===== config.mk =====
export PLATFORM = sky130hd
export DESIGN_NAME = pwm_multi_servo_flat
export DESIGN_NICKNAME = d
export VERILOG_FILES = /design/src/rtl/pwm_multi_servo_if.sv /design/src/rtl/pwm_multi_servo.sv /design/src/flat_wrapper.sv
export SDC_FILE = /design/constraint.sdc
export NUM_CORES = 1
export LEC_CHECK = 0
export ABC_AREA = 1
export BUFFER_PORTS_ARGS = -buffer_cell sky130_fd_sc_hd__clkbuf_2
export CORE_MARGIN = 8
export CORE_UTILIZATION = 57
export CTS_CLUSTER_SIZE = 12
export DETAILED_ROUTE_END_ITERATION = 10
export GPL_TIMING_DRIVEN = 0
export PLACE_DENSITY = 0.83
export SYNTH_ARGS = -nofsm -noshare
export SYNTH_HDL_FRONTEND = slang
export SYNTH_SLANG_ARGS = --single-unit

===== constraint.sdc =====
create_clock -name clk -period 3.2 [get_ports clk]
set_clock_uncertainty 0.15 [all_clocks]
set_input_delay 0.48 -clock clk [delete_from_list [all_inputs] [get_ports clk]]
set_output_delay 0.48 -clock clk [all_outputs]
set_load 0.01 [all_outputs]

===== src/rtl/pwm_multi_servo_if.sv =====
// Command channel between the UART front end and pwm_multi_servo.
// Handshake: a command transfers on any clk edge where cmd_valid && cmd_ready;
// cmd_ch/cmd_level must be stable while cmd_valid is high; cmd_err answers one cycle later.
interface pwm_multi_servo_if;
    logic       cmd_valid;
    logic       cmd_ready;
    logic [7:0] cmd_ch;
    logic [7:0] cmd_level;
    logic       cmd_err;

    modport master (output cmd_valid, cmd_ch, cmd_level, input cmd_ready, cmd_err);
    modport slave  (input cmd_valid, cmd_ch, cmd_level, output cmd_ready, cmd_err);
endinterface


===== src/rtl/pwm_multi_servo.sv =====
// N-channel servo PWM with per-channel ramped targets set by UART commands or buttons.
// Optional macro PWM_STAGGER_EN spreads channel rising edges across the frame.
module pwm_multi_servo #(
    parameter int NUM_CH      = 4,
    parameter int LEVELS      = 8,
    parameter int PERIOD_CYC  = 540000,
    parameter int MIN_PULSE   = 27000,
    parameter int STEP_PULSE  = 3857,
    parameter int RAMP_FRAMES = 4,
    parameter int HOME_LEVEL  = 0,
    localparam int LW = (LEVELS > 1) ? $clog2(LEVELS) : 1,
    localparam int CW = (NUM_CH > 1) ? $clog2(NUM_CH) : 1
) (
    input  logic              clk,
    input  logic              rst,
    input  logic              up,
    input  logic              down,
    input  logic [CW-1:0]     btn_ch,
    pwm_multi_servo_if.slave  cmd,
    output logic [NUM_CH-1:0] pwm,
    output logic [NUM_CH-1:0] target_reached,
    output logic [NUM_CH-1:0] moving,
    output logic [NUM_CH-1:0] reached_strobe
);
    localparam int CNTW = (PERIOD_CYC > 1) ? $clog2(PERIOD_CYC) : 1;
    localparam int RW   = (RAMP_FRAMES > 1) ? $clog2(RAMP_FRAMES) : 1;
`ifdef PWM_STAGGER_EN
    localparam int STAG = PERIOD_CYC / NUM_CH;
`endif

    logic [CNTW-1:0]   frame_cnt;
    logic [RW-1:0]     ramp_div;
    logic              frame_tick;
    logic              ramp_step;
    logic [LW-1:0]     cur      [NUM_CH];
    logic [LW-1:0]     tgt      [NUM_CH];
    logic [LW-1:0]     tgt_next [NUM_CH];
    logic [NUM_CH-1:0] at_tgt;
    logic [NUM_CH-1:0] pwm_next;

    logic [1:0] up_sync;
    logic [1:0] dn_sync;
    logic       up_prev;
    logic       dn_prev;
    logic       up_edge;
    logic       dn_edge;

    logic          cmd_fire;
    logic          ch_bad;
    logic          lvl_clip;
    logic [LW-1:0] lvl_val;
    logic          btn_ok;

    function automatic logic [31:0] pulse_of(input logic [LW-1:0] lvl);
        return 32'(MIN_PULSE) + 32'(lvl) * 32'(STEP_PULSE);
    endfunction

    assign frame_tick = (32'(frame_cnt) == 32'(PERIOD_CYC - 1));
    assign ramp_step  = frame_tick && (32'(ramp_div) == 32'(RAMP_FRAMES - 1));

    always_ff @(posedge clk) begin
        if (rst) begin
            frame_cnt <= '0;
            ramp_div  <= '0;
        end else if (frame_tick) begin
            frame_cnt <= '0;
            ramp_div  <= (32'(ramp_div) == 32'(RAMP_FRAMES - 1)) ? '0 : ramp_div + 1'b1;
        end else begin
            frame_cnt <= frame_cnt + 1'b1;
        end
    end

    // Raw buttons are asynchronous: two flops, then a registered copy for edge detect.
    always_ff @(posedge clk) begin
        if (rst) begin
            up_sync <= '0;
            dn_sync <= '0;
            up_prev <= 1'b0;
            dn_prev <= 1'b0;
        end else begin
            up_sync <= {up_sync[0], up};
            dn_sync <= {dn_sync[0], down};
            up_prev <= up_sync[1];
            dn_prev <= dn_sync[1];
        end
    end

    assign up_edge = up_sync[1] & ~up_prev;
    assign dn_edge = dn_sync[1] & ~dn_prev;

    assign cmd_fire = cmd.cmd_valid & cmd.cmd_ready;
    assign ch_bad   = (32'(cmd.cmd_ch) >= 32'(NUM_CH));
    assign lvl_clip = (32'(cmd.cmd_level) >= 32'(LEVELS));
    assign lvl_val  = lvl_clip ? LW'(LEVELS - 1) : cmd.cmd_level[LW-1:0];
    assign btn_ok   = (32'(btn_ch) < 32'(NUM_CH));

    // A command to a channel masks a button event on that same channel.
    always_comb begin
        for (int i = 0; i < NUM_CH; i++) begin
            tgt_next[i] = tgt[i];
            if (cmd_fire && !ch_bad && (32'(cmd.cmd_ch) == 32'(i))) begin
                tgt_next[i] = lvl_val;
            end else if (btn_ok && (32'(btn_ch) == 32'(i))) begin
                if (up_edge && !dn_edge && (32'(tgt[i]) < 32'(LEVELS - 1))) begin
                    tgt_next[i] = tgt[i] + 1'b1;
                end else if (dn_edge && !up_edge && (tgt[i] != '0)) begin
                    tgt_next[i] = tgt[i] - 1'b1;
                end
            end
        end
    end

    always_comb begin
        logic [31:0] phase;
        phase    = '0;
        pwm_next = '0;
        for (int i = 0; i < NUM_CH; i++) begin
`ifdef PWM_STAGGER_EN
            phase = 32'(frame_cnt) + 32'(PERIOD_CYC) - 32'(i * STAG);
            if (phase >= 32'(PERIOD_CYC)) phase = phase - 32'(PERIOD_CYC);
`else
            phase = 32'(frame_cnt);
`endif
            pwm_next[i] = (phase < pulse_of(cur[i]));
        end
    end

    always_comb begin
        at_tgt = '0;
        for (int i = 0; i < NUM_CH; i++) at_tgt[i] = (cur[i] == tgt[i]);
    end

    // cur moves only on frame boundaries so a running pulse is never cut short.
    always_ff @(posedge clk) begin
        if (rst) begin
            for (int i = 0; i < NUM_CH; i++) begin
                cur[i] <= LW'(HOME_LEVEL);
                tgt[i] <= LW'(HOME_LEVEL);
            end
            pwm            <= '0;
            target_reached <= '1;
            reached_strobe <= '0;
            cmd.cmd_err    <= 1'b0;
            cmd.cmd_ready  <= 1'b0;
        end else begin
            for (int i = 0; i < NUM_CH; i++) begin
                tgt[i] <= tgt_next[i];
                if (ramp_step && (cur[i] != tgt[i])) begin
                    cur[i] <= (cur[i] < tgt[i]) ? cur[i] + 1'b1 : cur[i] - 1'b1;
                end
            end
            pwm            <= pwm_next;
            target_reached <= at_tgt;
            reached_strobe <= at_tgt & ~target_reached;
            cmd.cmd_err    <= cmd_fire & (ch_bad | lvl_clip);
            cmd.cmd_ready  <= 1'b1;
        end
    end

    assign moving = ~target_reached;
endmodule


===== src/flat_wrapper.sv =====
// flat-port wrapper written by rule: the top's interface ports become plain ports
module pwm_multi_servo_flat 
#(
    parameter int NUM_CH      = 4,
    parameter int LEVELS      = 8,
    parameter int PERIOD_CYC  = 540000,
    parameter int MIN_PULSE   = 27000,
    parameter int STEP_PULSE  = 3857,
    parameter int RAMP_FRAMES = 4,
    parameter int HOME_LEVEL  = 0,
    localparam int LW = (LEVELS > 1) ? $clog2(LEVELS) : 1,
    localparam int CW = (NUM_CH > 1) ? $clog2(NUM_CH) : 1
)
  (clk, rst, up, down, btn_ch, pwm, target_reached, moving, reached_strobe, cmd_cmd_valid, cmd_cmd_ch, cmd_cmd_level, cmd_cmd_ready, cmd_cmd_err);
  pwm_multi_servo_if cmd_i ();
  input  logic clk;
  input  logic rst;
  input  logic up;
  input  logic down;
  input  logic [CW-1:0] btn_ch;
  output logic [NUM_CH-1:0] pwm;
  output logic [NUM_CH-1:0] target_reached;
  output logic [NUM_CH-1:0] moving;
  output logic [NUM_CH-1:0] reached_strobe;
  input wire logic [$bits(cmd_i.cmd_valid)-1:0] cmd_cmd_valid;
  input wire logic [$bits(cmd_i.cmd_ch)-1:0] cmd_cmd_ch;
  input wire logic [$bits(cmd_i.cmd_level)-1:0] cmd_cmd_level;
  output wire logic [$bits(cmd_i.cmd_ready)-1:0] cmd_cmd_ready;
  output wire logic [$bits(cmd_i.cmd_err)-1:0] cmd_cmd_err;
  assign cmd_i.cmd_valid = cmd_cmd_valid;
  assign cmd_i.cmd_ch = cmd_cmd_ch;
  assign cmd_i.cmd_level = cmd_cmd_level;
  assign cmd_cmd_ready = cmd_i.cmd_ready;
  assign cmd_cmd_err = cmd_i.cmd_err;
  pwm_multi_servo #(.NUM_CH(NUM_CH), .LEVELS(LEVELS), .PERIOD_CYC(PERIOD_CYC), .MIN_PULSE(MIN_PULSE), .STEP_PULSE(STEP_PULSE), .RAMP_FRAMES(RAMP_FRAMES), .HOME_LEVEL(HOME_LEVEL)) u_core (.clk(clk), .rst(rst), .up(up), .down(down), .btn_ch(btn_ch), .cmd(cmd_i), .pwm(pwm), .target_reached(target_reached), .moving(moving), .reached_strobe(reached_strobe));
endmodule

==> results of run 1 <==
==> registers in the layout, indices dropped and copies added (netlist names) <==
register and cells:
u_core.dn_prev 1, u_core.dn_sync 2, u_core.ramp_div 2, u_core.tgt 12, u_core.frame_cnt 20, u_core.pwm 4, u_core.up_prev 1, u_core.up_sync 2
u_core.cur 12, u_core.reached_strobe 4, u_core.cmd.cmd_err 1, u_core.cmd.cmd_ready 1, u_core.target_reached 4
==> final cells by class <==
cell class | count | area, um2 | share of cell area (%)
Multi-Input combinational cell | 690 | 4880 | 61.2
Sequential cell | 66 | 1440 | 18.1
Inverter | 153 | 593 | 7.44
Timing Repair Buffer | 81 | 537 | 6.74
Clock buffer | 11 | 264 | 3.31
Tap cell | 143 | 179 | 2.25
Buffer | 6 | 40.0 | 0.503
Clock inverter | 5 | 36.3 | 0.455
==> worst min-delay path, stage by stage <==
cell and delay (ps):
clkbuf_2 80, inv_1 40, nor2_1 30
==> worst paths after layout <==
path | from | to | depth (start not counted)
max reg2reg | u_core.cur[1][2] | u_core.pwm[1] | 21
max | u_core.cur[1][2] | u_core.pwm[1] | 21
min reg2reg | u_core.dn_sync[0] | u_core.dn_sync[1] | 2
min | up | u_core.up_sync[0] | 3
==> cells by family (layout without fill, tap and decap cells) <==
logic type | count (synthesis) | count (layout) | synth area share (%)
compound gates | 107 | 107 | 8.46
xor+xnor | 44 | 44 | 5.78
fa+ha+maj | 134 | 134 | 26.9
buf+inv | 159 | 256 | 9.23
flops | 66 | 66 | 21.6
simple gates | 405 | 405 | 28.0
==> power breakdown <==
group | total [mW] | internal (mW) | switching [mW]
registers | 0.902 | 0.872 | 0.0300
logic | 0.799 | 0.339 | 0.460
clock network | 0.974 | 0.592 | 0.382
total | 2.67 | 1.80 | 0.873
==> metal layers <==
layer  track usage [%]  up-vias  wire length, um
met5                 0        -                0
met3              4.99       28             1160
met2              40.8      217             8380
met1              26.6     2851             7150
met4              8.33        0              333
li1                  -     3191                -
==> cells in the final DEF, fill, tap and decap left out, types with 11 or more instances in the layout <==
| cell | synthesis | final |
|---|---|---|
| edfxtp_1 | 12 | 12 |
| nand2_1 | 183 | 183 |
| nor3_2 | 6 | 11 |
| nand3_2 | 3 | 15 |
| a21oi_1 | 63 | 55 |
| buf_4 | 1 | 36 |
| nand4_1 | 26 | 26 |
| inv_2 | 2 | 20 |
| nor3_1 | 17 | 12 |
| ha_1 | 118 | 113 |
| xor2_1 | 31 | 31 |
| nand3_1 | 76 | 64 |
| fa_1 | 16 | 11 |
| nor2_1 | 73 | 69 |
| inv_1 | 149 | 126 |
| o21ai_0 | 32 | 27 |
| dfxtp_1 | 54 | 54 |
| clkbuf_2 | 0 | 39 |
==> timing repair <==
action	in CTS	in global routing
resized for setup	71	13
buffers inserted	37	5
pin swaps	51	20
hold buffers	0	0
setup endpoints to repair	4	4
==> metrics, run 1 <==
status complete, but fails checks; failing checks setup timing; max-slew headroom at the worst pin 43.2%; Synth area leaders ha_1, dfxtp_1, nand2_1; synth unique cells 38; # clock sinks between 60 and 70; number of synthesized flops with an enable pin 12; WP data required 3320 ps; final setup fails 4; CTS tree built; drt via density 5.44; leading area contributor after synthesis ha_1; PD cells 336 nW/um2; CP startpoint kind register; Post-synth top flop dfxtp_1; Final Hold Fails 0; die area 15400 um2; FF+latch count, synth 66; worst-skew pair later-pin latency between 300 and 400 ps; area post-placement 7060 um2; crit end category register; commonest cells in the netlist nand2_1, inv_1, ha_1; input/output buffers 39; top-level I/O count between 40 and 50; Final Instance Area 7970 um2; Final nets 1164; worst path cell trace buf_6 > inv_8 > ha_4 > fa_1 > inv_2 > ha_4 > inv_2 > nor2_2 > nand2_1 > inv_2 > nand3_2 > nand2_1 > xor2_1 > ha_1 > nand2_1 > inv_2 > o21ai_1 > nand2_1 > a21oi_2 > nand3_1 > nor2_1; CTS H-Tree Depth 3; clk root buf clkbuf_16; placed insts approximately 1.1k; CP delay by family, top adder cells; setup TNS -487 ps; Final Util 69.8%; synthesized area per cell between 7 and 8 um2; worst slew pin tran 846 ps; post-synth top area share 22.1%; Synth warnings 0; cell with the most instances after synthesis nand2_1; Routed WL per cell 14.7 um; Post-Syn Nets roughly 1.1k; Seq/Total Area, Yosys 21.6%; Hold Crit Class in2reg; post-synthesis cell count 915; All-Layer GR Usage 23.0%; fin crit share 104%; clk slew on worst S/H paths 60 ps; total iterations of the first detailed-routing run 5; Leak Pwr about 4.1 nW; Overall Power roughly 2.7 mW; Bufs on Longest Clock Path 2; antenna diode count 0; layout cells sized above 1 19.6%; CTS Buf Count 9; Worst EP arrival 3460 ps; DP HPWL 11.8 mm; post-layout min period 3340 ps; vias in the first global route 6190; WP buf/inv 6; Max rail drop VDD ~0.46 mV; initial drt markers 401; first-pass GRT wire length 28.2 mm; GRT overflow 0; via count 6287; die height 124 um; DRC 0; Total Wirelength ~17 mm; R2R setup slack -140 ps; Critical Path Fanout Max 3; RSZ-0062 raised after global routing true; DRT antenna net count 0; initial antenna violation count 0; Hold WS 178 ps; core area roughly 11000 um2; critical path type reg2reg; initial cell density of the core 58.4%; ys async rst share 0%; CP max stage cell fa_1; Die W between 100 and 150 um; maxcap violations 0; post-route insts no fill 1155; FP Rows 39; Netlist Area Pre-Place 6670 um2; Worst path max stage delay 520 ps; Place WS -426 ps; placer congestion estimate 0.928; setup ws final -138 ps; largest net degree at the start of global routing 13; Slew Limit Fails 0; FILL cells between 800 and 900; f_max around 0.3 GHz; Synth-to-Final Area Change 19.5%
Note: power is estimated with default switching activity, not from simulation.
==> run 2, diff against run 1 <==
Settings changed: GPL_ROUTABILITY_DRIVEN set to 0, PLACE_DENSITY 0.83 to 0.78.
==> run 2 against run 1 <==
The run still ends with setup timing left; final cell count increased by 0.78%; non-clock buffer count increased by 9; design area decreased by 0.24%; sequential cell count unchanged; register-to-register slack got worse by 20 ps; via count decreased by 0.25%; critical endpoint is now u_core.pwm[3]; largest cell class unchanged.
==> metrics, run 2 (synthesis gave the netlist of run 1 again) <==
CTS tree built; RSZ-0062 raised after global routing true; CP startpoint kind register; Total Wirelength 16.7 mm; Worst path max stage delay 550 ps; Final Hold Fails 0; initial antenna violation count 0; total iterations of the first detailed-routing run 5; Hold WS 168 ps; worst path cell trace buf_6 > fa_2 > fa_1 > ha_4 > buf_4 > nand3_2 > o2111ai_2 > xor2_1 > ha_1 > nand2_1 > inv_2 > o21ai_1 > nand2_1 > a21oi_2 > nand3_1 > nor2_2; core area 11400 um2; Critical Path Fanout Max 4; post-route insts no fill 1164; status complete, but fails checks; via count 6271; initial cell density of the core 58.4%; vias in the first global route 5954; Slew Limit Fails 0; placed insts 1097; WHS Path Cells 3; Hold Path Sink u_core.dn_sync[0]; area post-placement 7060 um2; Bufs on Longest Clock Path 2; largest net degree at the start of global routing 13; commonest cells after routing, fill and taps aside nand2_1, inv_1, ha_1; Hold Path Origin down; antenna diode count 0; post-layout min period between 3000 and 4000 ps; failing checks setup timing; CP delay by family, top adder cells; setup TNS -399 ps; Biggest register u_core.frame_cnt; reg2reg start u_core.cur[3][1]; r2r worst-path depth 16; DP HPWL 11.7 mm; die height 124 um; number of flip-flops in the largest register 20; Max rail drop VDD 0.377 mV; area of the multi-input gates 4810 um2; layout cells sized above 1 19.2%; setup ws final -155 ps; top-level I/O count 41; Die W 124 um; WP buf/inv 3; crit end category register; CTS H-Tree Depth 3; max-slew headroom at the worst pin 43.0%; R2R setup slack -160 ps; FP Rows 39; first-pass GRT wire length 27.4 mm; drt via density 5.39; CTS Buf Count 9; f_max 0.298 GHz; maxcap violations 0; Leak Pwr 4.09 nW; Overall Power 2.67 mW; # clock sinks 66; worst slew pin tran around 850 ps; clk root buf clkbuf_16; All-Layer GR Usage 22.3%; most common cell after layout, fill and taps aside nand2_1; GRT overflow 0; Worst EP arrival 3470 ps; input/output buffers 39; fin crit share 105%; Final Instance Area 7950 um2; Hold Crit Class in2reg; CP max stage cell fa_1; FILL cells between 900 and 1k; WP data required between 3000 and 4000 ps; Synth-to-Final Area Change 19.2%; Register Area 1440 um2; initial drt markers 388; final setup fails 4; Critical R2R Capture u_core.pwm[3]; PD cells 336 nW/um2; die area 15400 um2; critical path type reg2reg; DRT antenna net count 0; Final nets approximately 1.2k; clk slew on worst S/H paths roughly 60 ps; CP most frequent cell nand2_1; Routed WL per cell between 10 and 15 um; top flop regs u_core.frame_cnt: 20 flops, u_core.cur: 12 flops, u_core.tgt: 12 flops; worst-skew pair later-pin latency 340 ps; DRC 0
run 2: cell count changes in the layout (fill, tap and decap cells not counted), sizes merged:
cell      previous run  this run
inv                151       153
buf                 48        57
clkinvlp             3         1
run 2: layer usage:
metal	global-route usage, %	vias to the layer above	wire [um]
li1	-	3207	-
met1	27.5	2879	7440
met2	38.1	151	8020
met3	4.03	34	816
met4	7.73	0	427
met5	0	-	0
run 2: where the power goes:
part           switching [mW]  internal [mW]
Sequential             0.0316          0.872
Clock                   0.396          0.593
Combinational           0.437          0.343
run 2: cell type report:
cell class                 count  area share [%]
multi-input combinational    690            60.5
sequential                    66            18.1
timing repair buffer          90            7.56
inverter                     153            7.27
clock buffer                  11            3.32
tap                          143            2.25
buffer                         6           0.504
clock inverter                 5           0.425
run 2: through the flow:
step           setup slack (ps)  util, %
2_1_floorplan            -0.810        -
3_3_place_gp               -389     61.8
3_5_place_dp               -467     61.8
4_1_cts                    -177     68.1
5_1_grt                    -340     69.6
6_report                   -155     69.6
run 2: tightest hold or removal path, delay by kind of cell:
family	cells	cell delay [ps]
and+or+nand+nor	1	30
buffers and inverters	2	120
run 2: how the worst max path moves through the flow:
stage / from / endpoint / slack (ps) / depth (start not counted)
2_1_floorplan: u_core.cur[1][0] / u_core.pwm[1] / -0.8 / 20
3_3_place_gp: u_core.cur[3][1] / u_core.pwm[3] / -390 / 18
3_5_place_dp: u_core.cur[3][1] / u_core.pwm[3] / -470 / 17
4_1_cts: u_core.cur[3][2] / u_core.pwm[3] / -180 / 17
5_1_grt: u_core.cur[3][1] / u_core.pwm[3] / -340 / 16
6_report: u_core.cur[3][1] / u_core.pwm[3] / -160 / 16
run 2: timing repair:
| item | 4_1_cts | 5_1_grt |
|---|---|---|
| buffers inserted | 36 | 15 |
| endpoints found under the hold margin | 0 | 0 |
| gates resized for setup | 46 | 17 |
| pin swaps | 51 | 31 |
| hold buffers | 0 | 0 |
| endpoints found under the setup margin | 4 | 4 |
